[src/rtl/ssd_pkg.sv]
// Shared constants and types for the shared seven-segment display controller.
package ssd_pkg;

    localparam logic [4:0] CH_BLANK = 5'h10;
    localparam logic [4:0] CH_DASH  = 5'h11;
    localparam logic [4:0] CH_L     = 5'h12;
    localparam logic [4:0] CH_H     = 5'h13;
    localparam logic [4:0] CH_P     = 5'h14;
    localparam logic [4:0] CH_U     = 5'h15;

    localparam logic [6:0] SEG_BLANK = 7'h7F;
    localparam logic [3:0] AN_OFF    = 4'hF;

    // Four blank characters, used as the snapshot contents out of reset.
    localparam logic [19:0] SNAP_BLANK = {4{CH_BLANK}};

    typedef enum logic [1:0] {
        ARB_IDLE = 2'd0,
        ARB_OWN0 = 2'd1,
        ARB_OWN1 = 2'd2
    } arb_state_t;

endpackage

[src/rtl/ssd_char_decode.sv]
// Combinational 5-bit character code to active-low {g,f,e,d,c,b,a} segment pattern.
module ssd_char_decode
    import ssd_pkg::*;
(
    input  logic [4:0] code,
    output logic [6:0] seg
);

    always_comb begin
        seg = SEG_BLANK;
        case (code)
            5'h00:    seg = 7'b1000000;
            5'h01:    seg = 7'b1111001;
            5'h02:    seg = 7'b0100100;
            5'h03:    seg = 7'b0110000;
            5'h04:    seg = 7'b0011001;
            5'h05:    seg = 7'b0010010;
            5'h06:    seg = 7'b0000010;
            5'h07:    seg = 7'b1111000;
            5'h08:    seg = 7'b0000000;
            5'h09:    seg = 7'b0010000;
            5'h0A:    seg = 7'b0001000;
            5'h0B:    seg = 7'b0000011;
            5'h0C:    seg = 7'b1000110;
            5'h0D:    seg = 7'b0100001;
            5'h0E:    seg = 7'b0000110;
            5'h0F:    seg = 7'b0001110;
            CH_DASH:  seg = 7'b0111111;
            CH_L:     seg = 7'b1000111;
            CH_H:     seg = 7'b0001001;
            CH_P:     seg = 7'b0001100;
            CH_U:     seg = 7'b1000001;
            default:  seg = SEG_BLANK;
        endcase
    end

endmodule

[src/rtl/ssd_share_ctrl.sv]
// Two-requester share controller for a 4-digit multiplexed seven-segment display:
// frame-boundary round-robin arbitration with minimum dwell, snapshot, and scan.
module ssd_share_ctrl
    import ssd_pkg::*;
#(
    parameter int               CNT_W   = 10,
    parameter logic [CNT_W-1:0] CNT_MAX = 10'd1023,
    parameter int               DWELL   = 8
) (
    input  logic        clk,
    input  logic        rst_n,
    input  logic [1:0]  req,
    input  logic [19:0] chars0,
    input  logic [19:0] chars1,
    output logic [1:0]  gnt,
    output logic [6:0]  seg,
    output logic [3:0]  an,
    output logic        dp,
    output logic        frame_tick
);

    localparam int                 DWELL_W   = $clog2(DWELL + 1);
    localparam logic [DWELL_W-1:0] DWELL_SAT = DWELL_W'(DWELL);

    logic [CNT_W-1:0]   cnt;
    logic [1:0]         digit;
    logic [1:0]         digit_nx;
    logic               wrap;
    logic               boundary;
    arb_state_t         state;
    arb_state_t         state_nx;
    logic [DWELL_W-1:0] dwell;
    logic [DWELL_W-1:0] dwell_nx;
    logic [DWELL_W-1:0] dwell_inc;
    logic               rr;
    logic               rr_nx;
    logic [19:0]        snap;
    logic [19:0]        snap_nx;
    logic [1:0]         gnt_nx;
    logic [4:0]         code_p0;
    logic [6:0]         seg_p0;

    assign wrap      = (cnt == CNT_MAX);
    assign boundary  = wrap && (digit == 2'd3);
    assign digit_nx  = wrap ? digit + 2'd1 : digit;
    assign dwell_inc = (dwell >= DWELL_SAT) ? DWELL_SAT : dwell + DWELL_W'(1);

    // Arbitration only moves at a frame boundary so a frame is never torn.
    always_comb begin
        state_nx = state;
        dwell_nx = dwell;
        rr_nx    = rr;
        if (boundary) begin
            unique case (state)
                ARB_IDLE: begin
                    dwell_nx = '0;
                    if (req == 2'b11)
                        state_nx = rr ? ARB_OWN1 : ARB_OWN0;
                    else if (req[0])
                        state_nx = ARB_OWN0;
                    else if (req[1])
                        state_nx = ARB_OWN1;
                end
                ARB_OWN0: begin
                    if (!req[0]) begin
                        dwell_nx = '0;
                        state_nx = req[1] ? ARB_OWN1 : ARB_IDLE;
                    end else if (req[1] && (dwell_inc >= DWELL_SAT)) begin
                        state_nx = ARB_OWN1;
                        dwell_nx = '0;
                        rr_nx    = 1'b0;
                    end else begin
                        dwell_nx = dwell_inc;
                    end
                end
                ARB_OWN1: begin
                    if (!req[1]) begin
                        dwell_nx = '0;
                        state_nx = req[0] ? ARB_OWN0 : ARB_IDLE;
                    end else if (req[0] && (dwell_inc >= DWELL_SAT)) begin
                        state_nx = ARB_OWN0;
                        dwell_nx = '0;
                        rr_nx    = 1'b1;
                    end else begin
                        dwell_nx = dwell_inc;
                    end
                end
                default: begin
                    state_nx = ARB_IDLE;
                    dwell_nx = '0;
                end
            endcase
        end
    end

    assign gnt_nx = {state_nx == ARB_OWN1, state_nx == ARB_OWN0};

    always_comb begin
        snap_nx = snap;
        if (boundary && (state_nx == ARB_OWN0))
            snap_nx = chars0;
        else if (boundary && (state_nx == ARB_OWN1))
            snap_nx = chars1;
    end

    always_comb begin
        code_p0 = snap_nx[4:0];
        case (digit_nx)
            2'd1:    code_p0 = snap_nx[9:5];
            2'd2:    code_p0 = snap_nx[14:10];
            2'd3:    code_p0 = snap_nx[19:15];
            default: code_p0 = snap_nx[4:0];
        endcase
    end

    ssd_char_decode u_decode (
        .code (code_p0),
        .seg  (seg_p0)
    );

    // Stage boundary: next-state digit/owner/snapshot registered into an/seg together.
    always_ff @(posedge clk or negedge rst_n) begin
        if (!rst_n) begin
            cnt        <= '0;
            digit      <= 2'd0;
            state      <= ARB_IDLE;
            dwell      <= '0;
            rr         <= 1'b0;
            snap       <= SNAP_BLANK;
            seg        <= SEG_BLANK;
            an         <= AN_OFF;
            frame_tick <= 1'b0;
        end else begin
            cnt        <= wrap ? '0 : cnt + CNT_W'(1);
            digit      <= digit_nx;
            state      <= state_nx;
            dwell      <= dwell_nx;
            rr         <= rr_nx;
            snap       <= snap_nx;
            frame_tick <= boundary;
            if (wrap) begin
                an  <= (gnt_nx != 2'b00) ? ~(4'b0001 << digit_nx) : AN_OFF;
                seg <= (gnt_nx != 2'b00) ? seg_p0 : SEG_BLANK;
            end
        end
    end

    assign gnt = {state == ARB_OWN1, state == ARB_OWN0};
    assign dp  = 1'b1;

endmodule

[config.mk]
export PLATFORM = sky130hd
export DESIGN_NAME = ssd_share_ctrl
export DESIGN_NICKNAME = d
export VERILOG_FILES = /design/src/rtl/ssd_pkg.sv /design/src/rtl/ssd_char_decode.sv /design/src/rtl/ssd_share_ctrl.sv
export SDC_FILE = /design/constraint.sdc
export NUM_CORES = 1
export LEC_CHECK = 0
export BUFFER_PORTS_ARGS = -buffer_cell sky130_fd_sc_hd__buf_2
export CAP_MARGIN = 20
export CORE_ASPECT_RATIO = 0.75
export CORE_MARGIN = 5
export CORE_UTILIZATION = 30
export DETAILED_ROUTE_END_ITERATION = 16
export PLACE_DENSITY = 0.54
export REMOVE_ABC_BUFFERS = 1
export SLEW_MARGIN = 25
export SYNTH_ARGS = -nofsm -noshare
export SYNTH_HDL_FRONTEND = slang
export SYNTH_SLANG_ARGS = --single-unit
[constraint.sdc]
create_clock -name clk -period 4.9 [get_ports clk]
set_input_delay 0.735 -clock clk [delete_from_list [all_inputs] [get_ports clk]]
set_output_delay 0.735 -clock clk [all_outputs]
set_load 0.01 [all_outputs]
# Yosys cells after proc, flatten, opt, wreduce, memory -nomap -nowiden
# Memories as Yosys holds them, arrays and structs flattened.
# Cells that the tools add are included.
# totals
register_bits	51
mem_bits_ro	224
inputBits	44
output_inout_bits	15
wordCells	70
mem_count	1
# mem_list
memory	words	word_bits	read_ports	rd_clocked_by_memory_dff	wr	line	rtl
(no name shown)	32	7	1	0	0	ssd_char_decode.sv:11	case (code)
# classes
add_sub_neg	3
n_lt_le_gt_ge	2
n_eq_ne	14
n_shift	1
n_mux	30
bitwise_logic	1
reduce_logical	9
# op_table
operator	count
20-bit 2-to-1 mux	2
4-bit 2-to-1 mux	6
2-bit 2-to-1 mux	11
5-bit one-hot mux with 3 select lines	1
2-bit equality test (second input constant)	6
10-bit by 1-bit adder with 10-bit output (second input constant)	1
10-bit equality test (second input constant)	1
10-bit 2-to-1 mux	1
4-bit >= comparator (second input constant)	2
4-bit one-hot mux with 2 select lines	1
7-bit 2-to-1 mux	1
2-bit by 1-bit equality test with 1-bit output (second input constant)	3
2-bit one-hot mux with 3 select lines	1
6-bit AND reduction	1
1-bit logical AND	5
1-bit 2-to-1 mux	5
4-bit by 1-bit adder with 4-bit output (second input constant)	1
2-bit by 1-bit inequality test with 1-bit output (second input constant)	2
2-bit inequality test (second input constant)	2
4-bit NOT	1
2-bit nonzero test	2
1-bit by 2-bit left shift with 4-bit output (first input constant)	1
2-bit by 1-bit adder with 2-bit output (second input constant)	1
2-bit zero test	1
1-bit one-hot mux with 2 select lines	1

# Longest topological paths before layout
# An unclocked memory read counts as a cell.
# depth
ltp_word	15
mapped_depth	23
ltp_nobuf	20

# By module
# From an unflattened synthesis, not the netlist that was laid out.
# hier_totals
hier_cells	362
area_unflattened_um2	3413.3
# modules_own_cells
mod	n_inst	cells_each	area_each_um2	seq_area_each_um2
ssd_share_ctrl	1	301	2954.1	1295.0
ssd_char_decode	1	61	459.2	0.0

# Worst setup path before layout
# OpenSTA, ideal clock, no wires.
# synth_timing
path_kind	register to register
start	reg digit[1]
end	reg seg[5]
setup_ns	0.083
arrival_time_ns	4.579
required_ns	4.817
path_slack_ns	0.237
path_stages_with_launch	22
synth_period_minus_slack_ns	4.663
cell_sequence	dfrtp_1 -> ha_1 -> buf_2 -> nand3_1 -> or3_1 -> buf_2 -> nor2_1 -> a21oi_1 -> o21ai_0 -> ha_1 -> buf_2 -> nand4_1 -> or3_1 -> buf_6 -> a21oi_1 -> nor3_1 -> a2111oi_4 -> inv_1 -> ha_1 -> mux2_2 -> a221oi_1 -> nor2_1
# synth_between
elab_chain_len	10
word_cells_on_any_way	18
# synth_rtl
element	line	rtl
start, declared	ssd_share_ctrl.sv:26	logic [1:0] digit;
start signal, assigned	ssd_share_ctrl.sv:135	digit <= digit_nx;
2-bit equality test *	ssd_share_ctrl.sv:44	assign boundary = wrap && (digit == 2'd3);
1-bit logical AND *	ssd_share_ctrl.sv:44	
2-bit 2-to-1 mux *	ssd_share_ctrl.sv:53	if (boundary) begin
via state_nx[1]	ssd_share_ctrl.sv:31	arb_state_t state_nx;
2-bit equality test	ssd_share_ctrl.sv:96, ssd_share_ctrl.sv:102	
1-bit logical AND	ssd_share_ctrl.sv:102	else if (boundary && (state_nx == ARB_OWN1))
20-bit 2-to-1 mux	ssd_share_ctrl.sv:102	
20-bit 2-to-1 mux	ssd_share_ctrl.sv:100	if (boundary && (state_nx == ARB_OWN0))
5-bit one-hot mux with 3 select lines	ssd_share_ctrl.sv:108	case (digit_nx)
memory read 32 x 7 bit	n/a	
7-bit 2-to-1 mux *	ssd_share_ctrl.sv:143	seg <= (gnt_nx != 2'b00) ? seg_p0 : SEG_BLANK;
end signal, assigned	ssd_share_ctrl.sv:143	
end, declared	ssd_share_ctrl.sv:16	output logic [6:0] seg,
# The timed path passes the listed nets; every way through them passes the cells marked *.
# A chain may end at the register's enable or synchronous reset.

# Worst setup path after layout
# layout_timing
start	reg cnt[0]
end	reg seg[5]
# layout_between
elab_chain_len	10
word_cells_on_any_way	17
# layout_rtl
element	line	rtl
start, declared	ssd_share_ctrl.sv:25	logic [CNT_W-1:0] cnt;
start signal, assigned	ssd_share_ctrl.sv:134	cnt <= wrap ? '0 : cnt + CNT_W'(1);
10-bit equality test *	ssd_share_ctrl.sv:43	assign wrap = (cnt == CNT_MAX);
1-bit logical AND	ssd_share_ctrl.sv:44	
2-bit 2-to-1 mux	ssd_share_ctrl.sv:53	
2-bit equality test	ssd_share_ctrl.sv:96, ssd_share_ctrl.sv:102	
1-bit logical AND	ssd_share_ctrl.sv:102	
20-bit 2-to-1 mux	ssd_share_ctrl.sv:102	
20-bit 2-to-1 mux	ssd_share_ctrl.sv:100	
5-bit one-hot mux with 3 select lines	ssd_share_ctrl.sv:108	
memory read 32 x 7 bit	n/a	
7-bit 2-to-1 mux	ssd_share_ctrl.sv:143	
# Every way passes the cells marked *; elsewhere a longest branch is shown, timed or not.

==> results.sh <==
export IMPL_status="completed"
export IMPL_max_slew_worst_pin_slew_ps=677
export IMPL_synth_largest_area_cell="dfrtp_1"
export IMPL_seq_power_share=0.456
export IMPL_fmax_mhz=223
export IMPL_portBuffers=57
export IMPL_relSlewSlack=0.549
export IMPL_path_max_fanout=12
export IMPL_wl_per_cell_um=16.4
export IMPL_grt_max_degree=52
export IMPL_pwr_share_clk=0.480
export IMPL_rrSetupSlack_ps=410
export IMPL_synth_async_reset_ratio=1.00
export IMPL_fin_crit_ps=4490
export IMPL_max_cap_violations=0
export IMPL_first_pass_iters=4
export IMPL_crit_path_end="seg[5]"
export IMPL_cts_root_buffer="clkbuf_16"
export IMPL_period_share=0.916
export IMPL_leakage_uw=0.00188
export IMPL_gp_congestion=0.872
export IMPL_dieArea_um2=13800
export IMPL_rows=33
export IMPL_grt_overflow_total=0
export IMPL_clock_latency_ps=290
export IMPL_grt_pass1_vias=2910
export IMPL_fill_cells=1109
export IMPL_synthCells=372
export IMPL_nNetsFinal=492
export IMPL_drc_errors=0
export IMPL_clock_sinks=51
export IMPL_r2r_end="seg[5]"
export IMPL_r2r_start="cnt[0]"
export IMPL_placed_cell_area_um2=3900
export IMPL_max_vdd_ir_drop_mv=0.194
export IMPL_coreArea_um2=11100
export IMPL_cts_tree="yes"
export IMPL_reg2regPathDepth=17
export IMPL_cts_max_level=2
export IMPL_drt_iter0_drc=195
export IMPL_drive_gt1_frac=0.281
export IMPL_area_growth_pct=18.5
export IMPL_power_switching_uw=195
export IMPL_crit_type="reg -> reg"
export IMPL_synthMostInstantiatedCell="nor2_1"
export IMPL_rsz0062_at_grt="false"
export IMPL_syn_area_per_cell_um2=9.28
export IMPL_cp_startpoint="cnt[0]"
export IMPL_antenna_found_initial=0
export IMPL_fin_hold_ws_ps=486
export IMPL_pwr_share_comb=0.064
export IMPL_post_cts_buffers=0
export IMPL_clk_path_buf_depth=2
export IMPL_drt_total_wl_mm=9.38
export IMPL_grt_pass1_wl_mm=15.2
export IMPL_cts_hold_buf=0
export IMPL_dominantRegCellSynth="dfrtp_1"
export IMPL_setup_viol=0
export IMPL_finalMaxSlewViolations=0
export IMPL_end_kind="flop"
export IMPL_die_y_um=103
export IMPL_p_int_uw=747
export IMPL_cp_start_kind="flop"
export IMPL_synth_seq_cells=51
export IMPL_syn_area_um2=3450
export IMPL_crit_arrival_ps=4700
export IMPL_start_util=0.311
export IMPL_final_antenna_net_count=0
export IMPL_synth_edf_count=0
export IMPL_synth_top_cell_area_share=0.261
export IMPL_numCtsBuffers=5
export IMPL_ys_types=67
export IMPL_cp_required_ps=5120
export IMPL_num_antenna_cells=0
export IMPL_synthTopCellsByArea="dfrtp_1, dfstp_2, ha_1"
export IMPL_dpl_hpwl_mm=7.05
export IMPL_hp_class="reg -> reg"
export IMPL_synth_common_cells="nor2_1, dfrtp_1, a21oi_1"
export IMPL_grt_total_usage=0.138
export IMPL_clk_transition_reported_paths_ps=70
export IMPL_avgViaCountPerCell=5.25
export IMPL_post_cts_resized=0
export IMPL_dieWidth_um=134
export IMPL_power_density_nw_per_um2=230
export IMPL_vias=2992
export IMPL_yosys_warnings=0
export IMPL_fin_area_um2=4090
export IMPL_finClkSkew_ps=9.83
export IMPL_finalHoldViolations=0
export IMPL_ys_seq_area_frac=0.375
export IMPL_io_pins=59
export IMPL_swShare=0.207
[through the flow]
stage                     total power, µW  setup slack [ps]  instances   util  TNS (ps)
after CTS                             953               399        570  0.368         0
after floorplan                       460              -152        349      -      -365
after detailed placement              497               377        562  0.351         0
final                                 942               412        570  0.368         0
after global routing                  979              64.2        570  0.368         0
after global placement                497               569        562  0.351         0
[cells in the final DEF, fill, tap and decap left out, types with 6 or more instances in the layout]
cell type / instances
nor4_1: 9
buf_4: 16
nand3_1: 10
nor2_1: 37
dfstp_2: 15
buf_2: 57
a31oi_1: 8
ha_1: 19
dfrtp_1: 36
inv_1: 22
o21ai_0: 15
xnor2_1: 6
a21oi_1: 26
o22ai_1: 7
nand2_1: 21
o31ai_1: 6
mux2i_1: 9
nor3_1: 10
[sequential cells by signal (all words and copies together), names as in the netlist]
register,flops
dwell,4
snap,20
seg,7
digit,2
rr,1
state,2
an,4
frame_tick,1
cnt,10
[layer usage]
layer / global-route usage / share of wire / up-vias / routed length, µm
met1: 0.210 / 0.52 / 1450 / 4890
li1: - / - / 1467 / -
met2: 0.198 / 0.42 / 71 / 3920
met5: 0 / 0 / - / 0
met4: 0.0292 / 0.0038 / 0 / 36
met3: 0.0346 / 0.057 / 4 / 532
[how the worst min path moves through the flow]
stage          endpoint  cells past startpoint   start
2_1_floorplan    cnt[0]                      0   rst_n
3_3_place_gp     cnt[0]                      1  cnt[0]
3_5_place_dp     cnt[0]                      1  cnt[0]
4_1_cts          cnt[0]                      1  cnt[0]
5_1_grt          cnt[0]                      1  cnt[0]
6_report         cnt[0]                      1  cnt[0]
[cell families (layout without fill, tap and decap cells)]
family / count (synthesis) / in the layout / share of synthesized area
fa+ha+maj: 19 / 19 / 0.0689
other cells: 1 / 1 / 0.00109
simple gates: 123 / 123 / 0.193
compound gates: 106 / 106 / 0.221
buf+inv: 47 / 105 / 0.0642
xor+xnor: 9 / 9 / 0.0228
flops: 51 / 51 / 0.375
mux: 16 / 16 / 0.0533
[final cells by class]
type	count	area, µm²	area share
Sequential cell	51	1290	0.317
Clock buffer	6	129	0.0315
Inverter	24	90.1	0.0220
Clock inverter	2	60.1	0.0147
Multi-Input combinational cell	274	1930	0.473
Tap cell	140	175	0.0428
Timing Repair Buffer	73	405	0.0991
[critical path, cell delays in order, from the launching register on]
cell and delay [ps]:
dfrtp_1 390, ha_1 280, nand4_4 110, or3_1 420
buf_4 200, o21ai_0 170, o31a_1 180, ha_1 180
nand4_1 130, or3_1 560, a21oi_1 280, nor3_1 120
a2111oi_4 370, inv_1 170, ha_1 260, mux2_2 270
a221oi_1 280, nor2_1 60
[power by group through the flow]
stage | clock network (µW) | registers [µW] | logic [µW]
floorplan | 0 | 437 | 22.5
global placement | 0 | 437 | 59.6
detailed placement | 0 | 437 | 60.0
CTS | 463 | 429 | 60.4
global route | 482 | 430 | 67.3
finish | 452 | 430 | 59.8
Note: power is estimated with default switching activity, not from simulation.
